==> src/rtl/ring_fifo_pkg.sv <==
// rtl/ring_fifo_pkg.sv - shared types and width helpers for the ring buffer FIFO
package ring_fifo_pkg;

    typedef enum logic {OVF_DROP = 1'b0, OVF_OVERWRITE = 1'b1} ovf_mode_e;

    function automatic int ptr_w(input int depth);
        return ($clog2(depth) < 1) ? 1 : $clog2(depth);
    endfunction

    function automatic int cnt_w(input int depth);
        return $clog2(depth + 1);
    endfunction

endpackage

==> src/rtl/ring_ptr.sv <==
// rtl/ring_ptr.sv - ring pointer with flush, increment enable and wrap at DEPTH-1
module ring_ptr
    import ring_fifo_pkg::*;
#(
    parameter int DEPTH = 16,
    localparam int PW = ptr_w(DEPTH)
) (
    input  logic          clk,
    input  logic          rst,
    input  logic          clr,
    input  logic          inc,
    output logic [PW-1:0] ptr
);

    // Explicit wrap compare so non-power-of-two depths stay in range.
    always_ff @(posedge clk or posedge rst) begin
        if (rst) begin
            ptr <= '0;
        end else if (clr) begin
            ptr <= '0;
        end else if (inc) begin
            ptr <= (ptr == PW'(DEPTH - 1)) ? '0 : ptr + PW'(1);
        end
    end

endmodule

==> src/rtl/ring_buffer_fifo.sv <==
// rtl/ring_buffer_fifo.sv - single-clock FIFO with drop/overwrite overflow policy and level flags
module ring_buffer_fifo
    import ring_fifo_pkg::*;
#(
    parameter int DATA_W = 8,
    parameter int DEPTH  = 16,
    parameter int AF_LVL = 14,
    parameter int AE_LVL = 2,
    localparam int PW = ptr_w(DEPTH),
    localparam int CW = cnt_w(DEPTH)
) (
    input  logic              clk,
    input  logic              rst,
    input  logic              clr,
    input  logic              ovw_mode,
    input  logic              wen,
    input  logic [DATA_W-1:0] wdata,
    input  logic              ren,
    output logic [DATA_W-1:0] rdata,
    output logic [CW-1:0]     count,
    output logic              full,
    output logic              empty,
    output logic              almost_full,
    output logic              almost_empty,
    output logic              overflow,
    output logic              underflow
);

    if (DEPTH < 2) begin : g_depth_chk
        $error("ring_buffer_fifo: DEPTH must be >= 2");
    end
    if (AF_LVL < 1 || AF_LVL > DEPTH) begin : g_af_chk
        $error("ring_buffer_fifo: AF_LVL must be in 1..DEPTH");
    end
    if (AE_LVL < 0 || AE_LVL >= DEPTH) begin : g_ae_chk
        $error("ring_buffer_fifo: AE_LVL must be in 0..DEPTH-1");
    end

    logic [DATA_W-1:0] mem [DEPTH];
    logic [PW-1:0]     wptr;
    logic [PW-1:0]     rptr;
    logic              wr_inc;
    logic              rd_inc;
    logic              store;
    logic [CW-1:0]     count_nxt;
    logic              ovf_nxt;
    logic              udf_nxt;
    ovf_mode_e         mode;

    assign mode  = ovf_mode_e'(ovw_mode);
    assign full  = (count == CW'(DEPTH));
    assign empty = (count == '0);

    always_comb begin
        wr_inc    = 1'b0;
        rd_inc    = 1'b0;
        store     = 1'b0;
        count_nxt = count;
        ovf_nxt   = 1'b0;
        udf_nxt   = 1'b0;
        if (wen && !ren) begin
            if (!full) begin
                store     = 1'b1;
                wr_inc    = 1'b1;
                count_nxt = count + CW'(1);
            end else begin
                ovf_nxt = 1'b1;
                if (mode == OVF_OVERWRITE) begin
                    store  = 1'b1;
                    wr_inc = 1'b1;
                    rd_inc = 1'b1;
                end
            end
        end else if (ren && !wen) begin
            if (!empty) begin
                rd_inc    = 1'b1;
                count_nxt = count - CW'(1);
            end else begin
                udf_nxt = 1'b1;
            end
        end else if (wen && ren) begin
            store  = 1'b1;
            wr_inc = 1'b1;
            if (empty) begin
                // Nothing to pop yet: the write lands, the read is reported.
                count_nxt = count + CW'(1);
                udf_nxt   = 1'b1;
            end else begin
                rd_inc = 1'b1;
            end
        end
    end

    ring_ptr #(.DEPTH(DEPTH)) u_wptr (
        .clk (clk),
        .rst (rst),
        .clr (clr),
        .inc (wr_inc),
        .ptr (wptr)
    );

    ring_ptr #(.DEPTH(DEPTH)) u_rptr (
        .clk (clk),
        .rst (rst),
        .clr (clr),
        .inc (rd_inc),
        .ptr (rptr)
    );

    always_ff @(posedge clk) begin
        if (store && !clr) begin
            mem[wptr] <= wdata;
        end
    end

    always_ff @(posedge clk or posedge rst) begin
        if (rst) begin
            count     <= '0;
            overflow  <= 1'b0;
            underflow <= 1'b0;
        end else if (clr) begin
            count     <= '0;
            overflow  <= 1'b0;
            underflow <= 1'b0;
        end else begin
            count     <= count_nxt;
            overflow  <= ovf_nxt;
            underflow <= udf_nxt;
        end
    end

    assign rdata        = empty ? '0 : mem[rptr];
    assign almost_full  = (count >= CW'(AF_LVL));
    assign almost_empty = (count <= CW'(AE_LVL));

endmodule
==> config.mk <==
export PLATFORM = sky130hd
export DESIGN_NAME = ring_buffer_fifo
export DESIGN_NICKNAME = d
export VERILOG_FILES = /design/src/rtl/ring_fifo_pkg.sv /design/src/rtl/ring_ptr.sv /design/src/rtl/ring_buffer_fifo.sv
export SDC_FILE = /design/constraint.sdc
export NUM_CORES = 1
export LEC_CHECK = 0
export ABC_AREA = 1
export CORE_MARGIN = 2
export CORE_UTILIZATION = 25
export DETAILED_ROUTE_END_ITERATION = 8
export PLACE_DENSITY_LB_ADDON = 0.05
export SYNTH_ARGS = -nofsm -noshare
export SYNTH_HDL_FRONTEND = slang
export SYNTH_HIERARCHICAL = 1
export SYNTH_SLANG_ARGS = --single-unit
==> constraint.sdc <==
create_clock -name clk -period 4.35 [get_ports clk]
set_input_delay 1.305 -clock clk [delete_from_list [all_inputs] [get_ports clk]]
set_output_delay 1.305 -clock clk [all_outputs]
set_load 0.03 [all_outputs]
**Word level (Yosys, flattened, before mapping)**

Memory sizes are Yosys's and may differ from the RTL's.
Index checks and enable logic that the tools add are counted.

- $add $sub $neg: 4
- $mul: 0
- Div/mod/pow operators: 0
- Order comparisons: 2
- Eq/ne operators: 5
- Shift-type cells: 0
- Mux-type cells: 34
- Bitwise operators: 0
- Reductions and logical operators: 13

Operator list:

| kind | count |
|---|---|
| 5-bit two-way mux | 7 |
| 4-bit two-way mux | 6 |
| 1-bit two-way mux | 20 |
| 4-bit by 1-bit adder with 4-bit output (second input constant) | 2 |
| 4-bit equality test (second input constant) | 2 |
| 8-bit two-way mux | 1 |
| 4-bit nonzero test | 2 |
| 5-bit by 1-bit adder with 5-bit output (second input constant) | 1 |
| 5-bit equality test (second input constant) | 1 |
| 5-bit by 4-bit greater-or-equal comparator with 1-bit output (second input constant) | 1 |
| 5-bit by 2-bit less-or-equal comparator with 1-bit output (second input constant) | 1 |
| 5-bit zero test | 1 |
| 5-bit by 1-bit subtractor with 5-bit output (second input constant) | 1 |
| 1-bit logical AND | 4 |
| 4-bit inequality test (second input constant) | 1 |
| 4-bit AND reduction | 1 |
| 2-bit nonzero test | 2 |
| 1-bit zero test | 3 |
| 3-bit inequality test (second input constant) | 1 |

- Register bits after elaboration: 15
- Latch bits: 0
- Bits in writable memories: 128
- Bits in read-only memories: 0
- Input bits: 14
- Word-level logic and storage cells: 64
- Memories: 1

Memories:

| memory | words | bits a word | read ports | clocked after Yosys merged registers in | write ports | RTL line | text |
|---|---|---|---|---|---|---|---|
| mem | 16 | 8 | 1 | 0 | 1 | ring_buffer_fifo.sv:39 | `logic [DATA_W-1:0] mem [DEPTH];` |

**Logic depth before layout (Yosys ltp)**

- Depth in word-level cells: 7
- Depth in mapped cells: 11

**By module**

Netlist, hierarchy kept.

By module, submodules not included:

| module | instances | cells an instance | area each (µm²) |
|---|---|---|---|
| ring_buffer_fifo | 1 | 561 | 5965.7 |
| ring_ptr | 2 | 26 | 224.0 |

**Worst setup path after synthesis**

OpenSTA, ideal clock, no wires.

- Path type: register to output
- Start: register count[0]
- End: output port rdata[0]
- Arrival: 1.749 ns
- Setup slack: 1.296 ns
- Cell stages (with the launch flop): 6
- Path buffers: 0
- Path through: dfrtp_1 > inv_1 > ha_1 > nand3_1 > inv_2 > a21oi_1

- Word-level cells in the longest chain between the ends: 2

RTL lines:

| item | RTL line | text |
|---|---|---|
| start: declaration | ring_buffer_fifo.sv:20 | `output logic [CW-1:0] count,` |
| start signal: assignment | ring_buffer_fifo.sv:126 | `count <= count_nxt;` |
| 5-bit zero test | ring_buffer_fifo.sv:52 | `assign empty = (count == '0);` |
| net empty | ring_buffer_fifo.sv:22 | `output logic empty,` |
| 8-bit two-way mux | ring_buffer_fifo.sv:132 | `assign rdata = empty ? '0 : mem[rptr];` |
| end: declaration | ring_buffer_fifo.sv:19 | `output logic [DATA_W-1:0] rdata,` |

The timed path passes the listed nets, and every way through them passes these cells.

**Final worst setup path**

- Start: register u_rptr.ptr[0]
- End: output port rdata[2]

- Word-level cells in the longest chain between the ends: 2

RTL lines:

| item | RTL line | text |
|---|---|---|
| start: declaration | ring_ptr.sv:12 | `output logic [PW-1:0] ptr` |
| start signal: assignment | ring_ptr.sv:22 | `ptr <= (ptr == PW'(DEPTH - 1)) ? '0 : ptr + PW'(1);` |
| memory read 16 x 8 bit | - |  |
| 8-bit two-way mux | ring_buffer_fifo.sv:132 |  |

No other way between the ends.

==> flow_summary.html <==
<table>
<tr><th>Metric</th><th>Value</th></tr>
<tr><th colspan="2">Status</th></tr>
<tr><td>Result of the run</td><td>finished clean</td></tr>
<tr><th colspan="2">Yosys</th></tr>
<tr><td>Sequential-to-total area share from yosys stat</td><td>0.658</td></tr>
<tr><td>FF+latch count, synth</td><td>143</td></tr>
<tr><td>Post-synthesis cell type with the largest combined area</td><td>edfxtp_1</td></tr>
<tr><td>Fraction of synthesized cell area in xor and xnor cells</td><td>0.00137</td></tr>
<tr><td>Gate count after technology mapping</td><td>roughly 600</td></tr>
<tr><td>Synth Area per Inst</td><td>between 10 and 15 µm²</td></tr>
<tr><td>Leading register cell type out of synthesis</td><td>edfxtp_1</td></tr>
<tr><td>Simple-gate share of the synthesized area</td><td>0.254</td></tr>
<tr><td>Multiplexer fraction of the synthesized cell area</td><td>0</td></tr>
<tr><td>Top cell type's share of synthesized area</td><td>0.599</td></tr>
<tr><td>Post-Syn Nets</td><td>636</td></tr>
<tr><td>Number of flops mapped to enable cells by yosys</td><td>between 100 and 150</td></tr>
<tr><td>Post-synthesis share of cell area spent on full adders, half adders and majority gates</td><td>0.0176</td></tr>
<tr><td>FFs w/ async S/R, synth</td><td>0.105</td></tr>
<tr><td>Main combinational cell family by area after synthesis</td><td>simple AND/OR/NAND/NOR gates</td></tr>
<tr><td>Post-synth cell types</td><td>28</td></tr>
<tr><td>Combined area of all synthesized cells</td><td>0.00641 mm²</td></tr>
<tr><td>Top cells by area in the synthesized netlist</td><td>edfxtp_1 60%, nand2_1 12%, nand3_1 8.7%</td></tr>
<tr><td>Ys Warns</td><td>6</td></tr>
<tr><td>Compound-Gate Fraction of Synth Area</td><td>0.0246</td></tr>
<tr><th colspan="2">Power</th></tr>
<tr><td>Clock network fraction of design power</td><td>0.326</td></tr>
<tr><td>Ratio of total power to cell area</td><td>between 500 and 600 mW/mm²</td></tr>
<tr><td>Proportion of power drawn by flip-flops and latches</td><td>0.378</td></tr>
<tr><td>Internal power</td><td>between 2 and 3 mW</td></tr>
<tr><td>Combinational share of power</td><td>0.296</td></tr>
<tr><td>Switching share of total power</td><td>0.360</td></tr>
<tr><td>Switching power summed over all nets</td><td>approximately 1.5 mW</td></tr>
<tr><td>Total power draw</td><td>4.24 mW</td></tr>
<tr><td>Largest vdd supply drop</td><td>roughly 320 µV</td></tr>
<tr><td>Leak pwr</td><td>2.83 nW</td></tr>
<tr><th colspan="2">STA</th></tr>
<tr><td>Clock skew after layout</td><td>0.00953 ns</td></tr>
<tr><td>Setup TNS Final</td><td>0 ns</td></tr>
<tr><td>Final cycle utilization of the critical path</td><td>0.879</td></tr>
<tr><td>Worst slew margin relative to its limit</td><td>0.330</td></tr>
<tr><td>Min Clock Period, post-route</td><td>around 3.8 ns</td></tr>
<tr><td>Total count of max-transition violations in the final report</td><td>0</td></tr>
<tr><td>Final hold violation count</td><td>0</td></tr>
<tr><td>Highest achievable clock rate</td><td>0.261 GHz</td></tr>
<tr><td>Final setup violation count</td><td>0</td></tr>
<tr><td>Least-Margin Pin Slew</td><td>between 1 and 1.5 ns</td></tr>
<tr><td>Setup repair after global routing missed its margin</td><td>no</td></tr>
<tr><th colspan="2">Critical path</th></tr>
<tr><td>CP max stage delay</td><td>around 0.56 ns</td></tr>
<tr><td>Critical path launch point type</td><td>flop</td></tr>
<tr><td>Source of the worst register-to-register timing path</td><td>count[0]</td></tr>
<tr><td>Cell family with most CP delay</td><td>buffers and inverters</td></tr>
<tr><td>CP bufs+invs</td><td>2</td></tr>
<tr><td>Type of element capturing the critical path</td><td>primary output</td></tr>
<tr><td>Cell-by-cell listing of the critical path</td><td>buf_4, nand2_1, nand3_1, nand3_1, nand2_1, nand2_1, a21oi_1, buf_4</td></tr>
<tr><td>Path depth of the worst reg2reg path</td><td>7</td></tr>
<tr><td>Worst endpoint required time</td><td>approximately 3 ns</td></tr>
<tr><td>Slowest cell on crit path</td><td>buf_4</td></tr>
<tr><td>Most used cell, CP</td><td>nand2_1</td></tr>
<tr><td>Critical path type</td><td>flop to primary output</td></tr>
<tr><td>Arrival @ worst endpoint</td><td>roughly 2.5 ns</td></tr>
<tr><td>Terminus of the critical flop-to-flop path</td><td>mem[0][1]</td></tr>
<tr><td>Setup slack of the worst register-to-register path</td><td>~1.9 ns</td></tr>
<tr><td>Maximum net fanout on the critical path</td><td>53</td></tr>
<tr><th colspan="2">Floorplanning</th></tr>
<tr><td>Number of placement rows</td><td>between 50 and 60</td></tr>
<tr><td>Effective utilization at floorplan</td><td>0.255</td></tr>
<tr><td>Number of placed I/O pins</td><td>33</td></tr>
<tr><td>Horiz. Die Dim</td><td>164 µm</td></tr>
<tr><td>Floorplan die area</td><td>between 0.02 and 0.03 mm²</td></tr>
<tr><td>Floorplan die height</td><td>164 µm</td></tr>
<tr><td>Core area</td><td>0.0252 mm²</td></tr>
<tr><th colspan="2">Drt</th></tr>
<tr><td>Total number of vias</td><td>4447</td></tr>
<tr><td>Final wirelength</td><td>approximately 19000 µm</td></tr>
<tr><td>Mean number of vias per cell</td><td>about 4.5</td></tr>
<tr><td>Final routed DRC violation total</td><td>0</td></tr>
<tr><td>Starting DRC count in detailed routing</td><td>310</td></tr>
<tr><td>Number of optimization iterations in the first detailed-route pass</td><td>5</td></tr>
<tr><td>Detail Route Antenna Nets</td><td>0</td></tr>
<tr><td>Routed wirelength normalized by instance count</td><td>about 19 µm</td></tr>
<tr><th colspan="2">Global routing</th></tr>
<tr><td>Number of global-route vias before repair</td><td>approximately 4400</td></tr>
<tr><td>Wire length of the first global-routing pass</td><td>around 28000 µm</td></tr>
<tr><td>Pin count of the biggest net entering global routing</td><td>54</td></tr>
<tr><td>Grt ovf</td><td>0</td></tr>
<tr><td>Overall global routing resource usage</td><td>0.144</td></tr>
<tr><td>Initial antenna violation count</td><td>0</td></tr>
<tr><th colspan="2">Min path</th></tr>
<tr><td>Number of cells on the worst hold path</td><td>2</td></tr>
<tr><td>Startpoint of the worst hold path</td><td>count[4]</td></tr>
<tr><td>Class of the most critical hold timing path</td><td>flop to flop</td></tr>
<tr><td>Worst Hold Endpoint</td><td>count[4]</td></tr>
<tr><th colspan="2">Layout</th></tr>
<tr><td>Share of post-route cells with drive strength above 1</td><td>0.108</td></tr>
<tr><td>Most common cell after layout, fill and taps aside</td><td>nand2_1</td></tr>
<tr><td>Most used cells in the layout excluding fill and tap cells</td><td>210 x nand2_1, 128 x edfxtp_1, 111 x nand3_1, 31 x nor2_1, 30 x inv_1</td></tr>
<tr><td>Number of nets in the final layout</td><td>roughly 680</td></tr>
<tr><td>Growth of design area from synthesis to finish</td><td>19.5%</td></tr>
<tr><td>Number of diodes</td><td>0</td></tr>
<tr><th colspan="2">Clock tree</th></tr>
<tr><td>Library cell used as clock root buffer</td><td>clkbuf_16</td></tr>
<tr><td>Clk sink count</td><td>around 140</td></tr>
<tr><td>Hold-fix buffers, CTS</td><td>0</td></tr>
<tr><td>Cts repair resizes</td><td>0</td></tr>
<tr><td>Inserted Clock Buffers</td><td>17</td></tr>
<tr><td>Insertion delay of the later-clocked pin in the worst-skew pair</td><td>0.42 ns</td></tr>
<tr><td>H-tree depth</td><td>4</td></tr>
<tr><td>Post-CTS setup-driven buffer insertion count</td><td>0</td></tr>
<tr><td>Clock-pin transition on the worst setup and hold timing paths</td><td>~0.060 ns</td></tr>
<tr><td>CTS tree</td><td>yes</td></tr>
<tr><td>Largest buffer count on any clock path</td><td>2</td></tr>
<tr><th colspan="2">Flow run</th></tr>
<tr><td>Count of maximum capacitance violations</td><td>0</td></tr>
<tr><th colspan="2">Placement</th></tr>
<tr><td>Number of buffer cells added on primary ports</td><td>32</td></tr>
<tr><td>Gpl congestion</td><td>approximately 0.76</td></tr>
<tr><td>HPWL after detailed placement</td><td>between 10000 and 15000 µm</td></tr>
</table>
layout make-up:
type	count	area (µm²)
Fill cell	2589	17500
Sequential cell	143	4220
Multi-Input combinational cell	409	1910
Timing Repair Buffer	50	448
Clock buffer	20	437
Tap cell	330	413
Inverter	34	128
Clock inverter	12	114
sequential cells by signal, indices dropped and copies added, names as in the netlist:
signal      cells
mem           128
count           5
u_rptr/ptr      4
u_wptr/ptr      4
overflow        1
underflow       1
metal layers:
metal  vias to the layer above  GRT usage  wire [µm]
li1                       2181          -          -
met1                      2157      0.197       8770
met2                        96      0.232       8970
met3                        13     0.0285        663
met4                         0     0.0395        177
met5                         -          0          0
worst reg2reg max path, stage by stage, from the launching register on:
cell and delay, ns:
dfrtp_1 0.50, inv_1 0.11, ha_1 0.28, nand2_2 0.12, nor2_4 0.06, a31oi_4 0.22, nand2_4 0.18, nor2_1 0.57
synth_stat cells (2+ instances only):
cell and number:
nand2_1 210, edfxtp_1 128, nand3_1 111, nor2_1 31
inv_1 30, dfrtp_1 15, a21oi_1 12, buf_2 12
ha_1 9, buf_4 8, o21ai_0 7, nand4_1 6
clkbuf_1 4, inv_2 4, nand2_2 4, nor2_4 4
o21ai_1 3, a22o_1 2, buf_6 2, nand3_2 2
nor3b_1 2
how the worst max path moves through the flow:
stage          slack, ns    endpoint           from  cells after the start
2_1_floorplan       1.30    rdata[0]       count[0]                      5
3_3_place_gp        0.71  mem[14][3]            ren                      7
3_5_place_dp        0.62   mem[0][7]            ren                      7
4_1_cts             0.45    rdata[3]  u_rptr/ptr[0]                      8
5_1_grt             0.31    rdata[3]  u_rptr/ptr[0]                      8
6_report            0.52    rdata[2]  u_rptr/ptr[0]                      8
power by group through the flow:
stage	logic [mW]	registers, mW	clock network, mW
floorplan	0.816	1.64	0
global placement	1.29	1.63	0
detailed placement	1.28	1.63	0
CTS	1.29	1.61	1.42
global route	1.38	1.62	1.47
finish	1.26	1.61	1.38
kinds of logic after synthesis:
logic type               Yosys count
flip-flops                       143
buffers and inverters             61
XOR/XNOR                           1
adder cells (fa/ha/maj)            9
AO/OA/AOI/OAI                     26
AND/OR/NAND/NOR                  373
stage by stage:
stage | hold WS, ns | utilization | instances | worst slack (ns) | instance area (µm²)
floorplan | 0.528 | - | 613 | 1.30 | 6410
global placement | 0.606 | 0.283 | 966 | 0.712 | 7110
detailed placement | 0.614 | 0.283 | 966 | 0.619 | 7110
CTS | 0.650 | 0.304 | 998 | 0.454 | 7660
global route | 0.696 | 0.304 | 998 | 0.307 | 7660
finish | 0.646 | 0.304 | 998 | 0.525 | 7660
(Power assumes the default switching activity.)
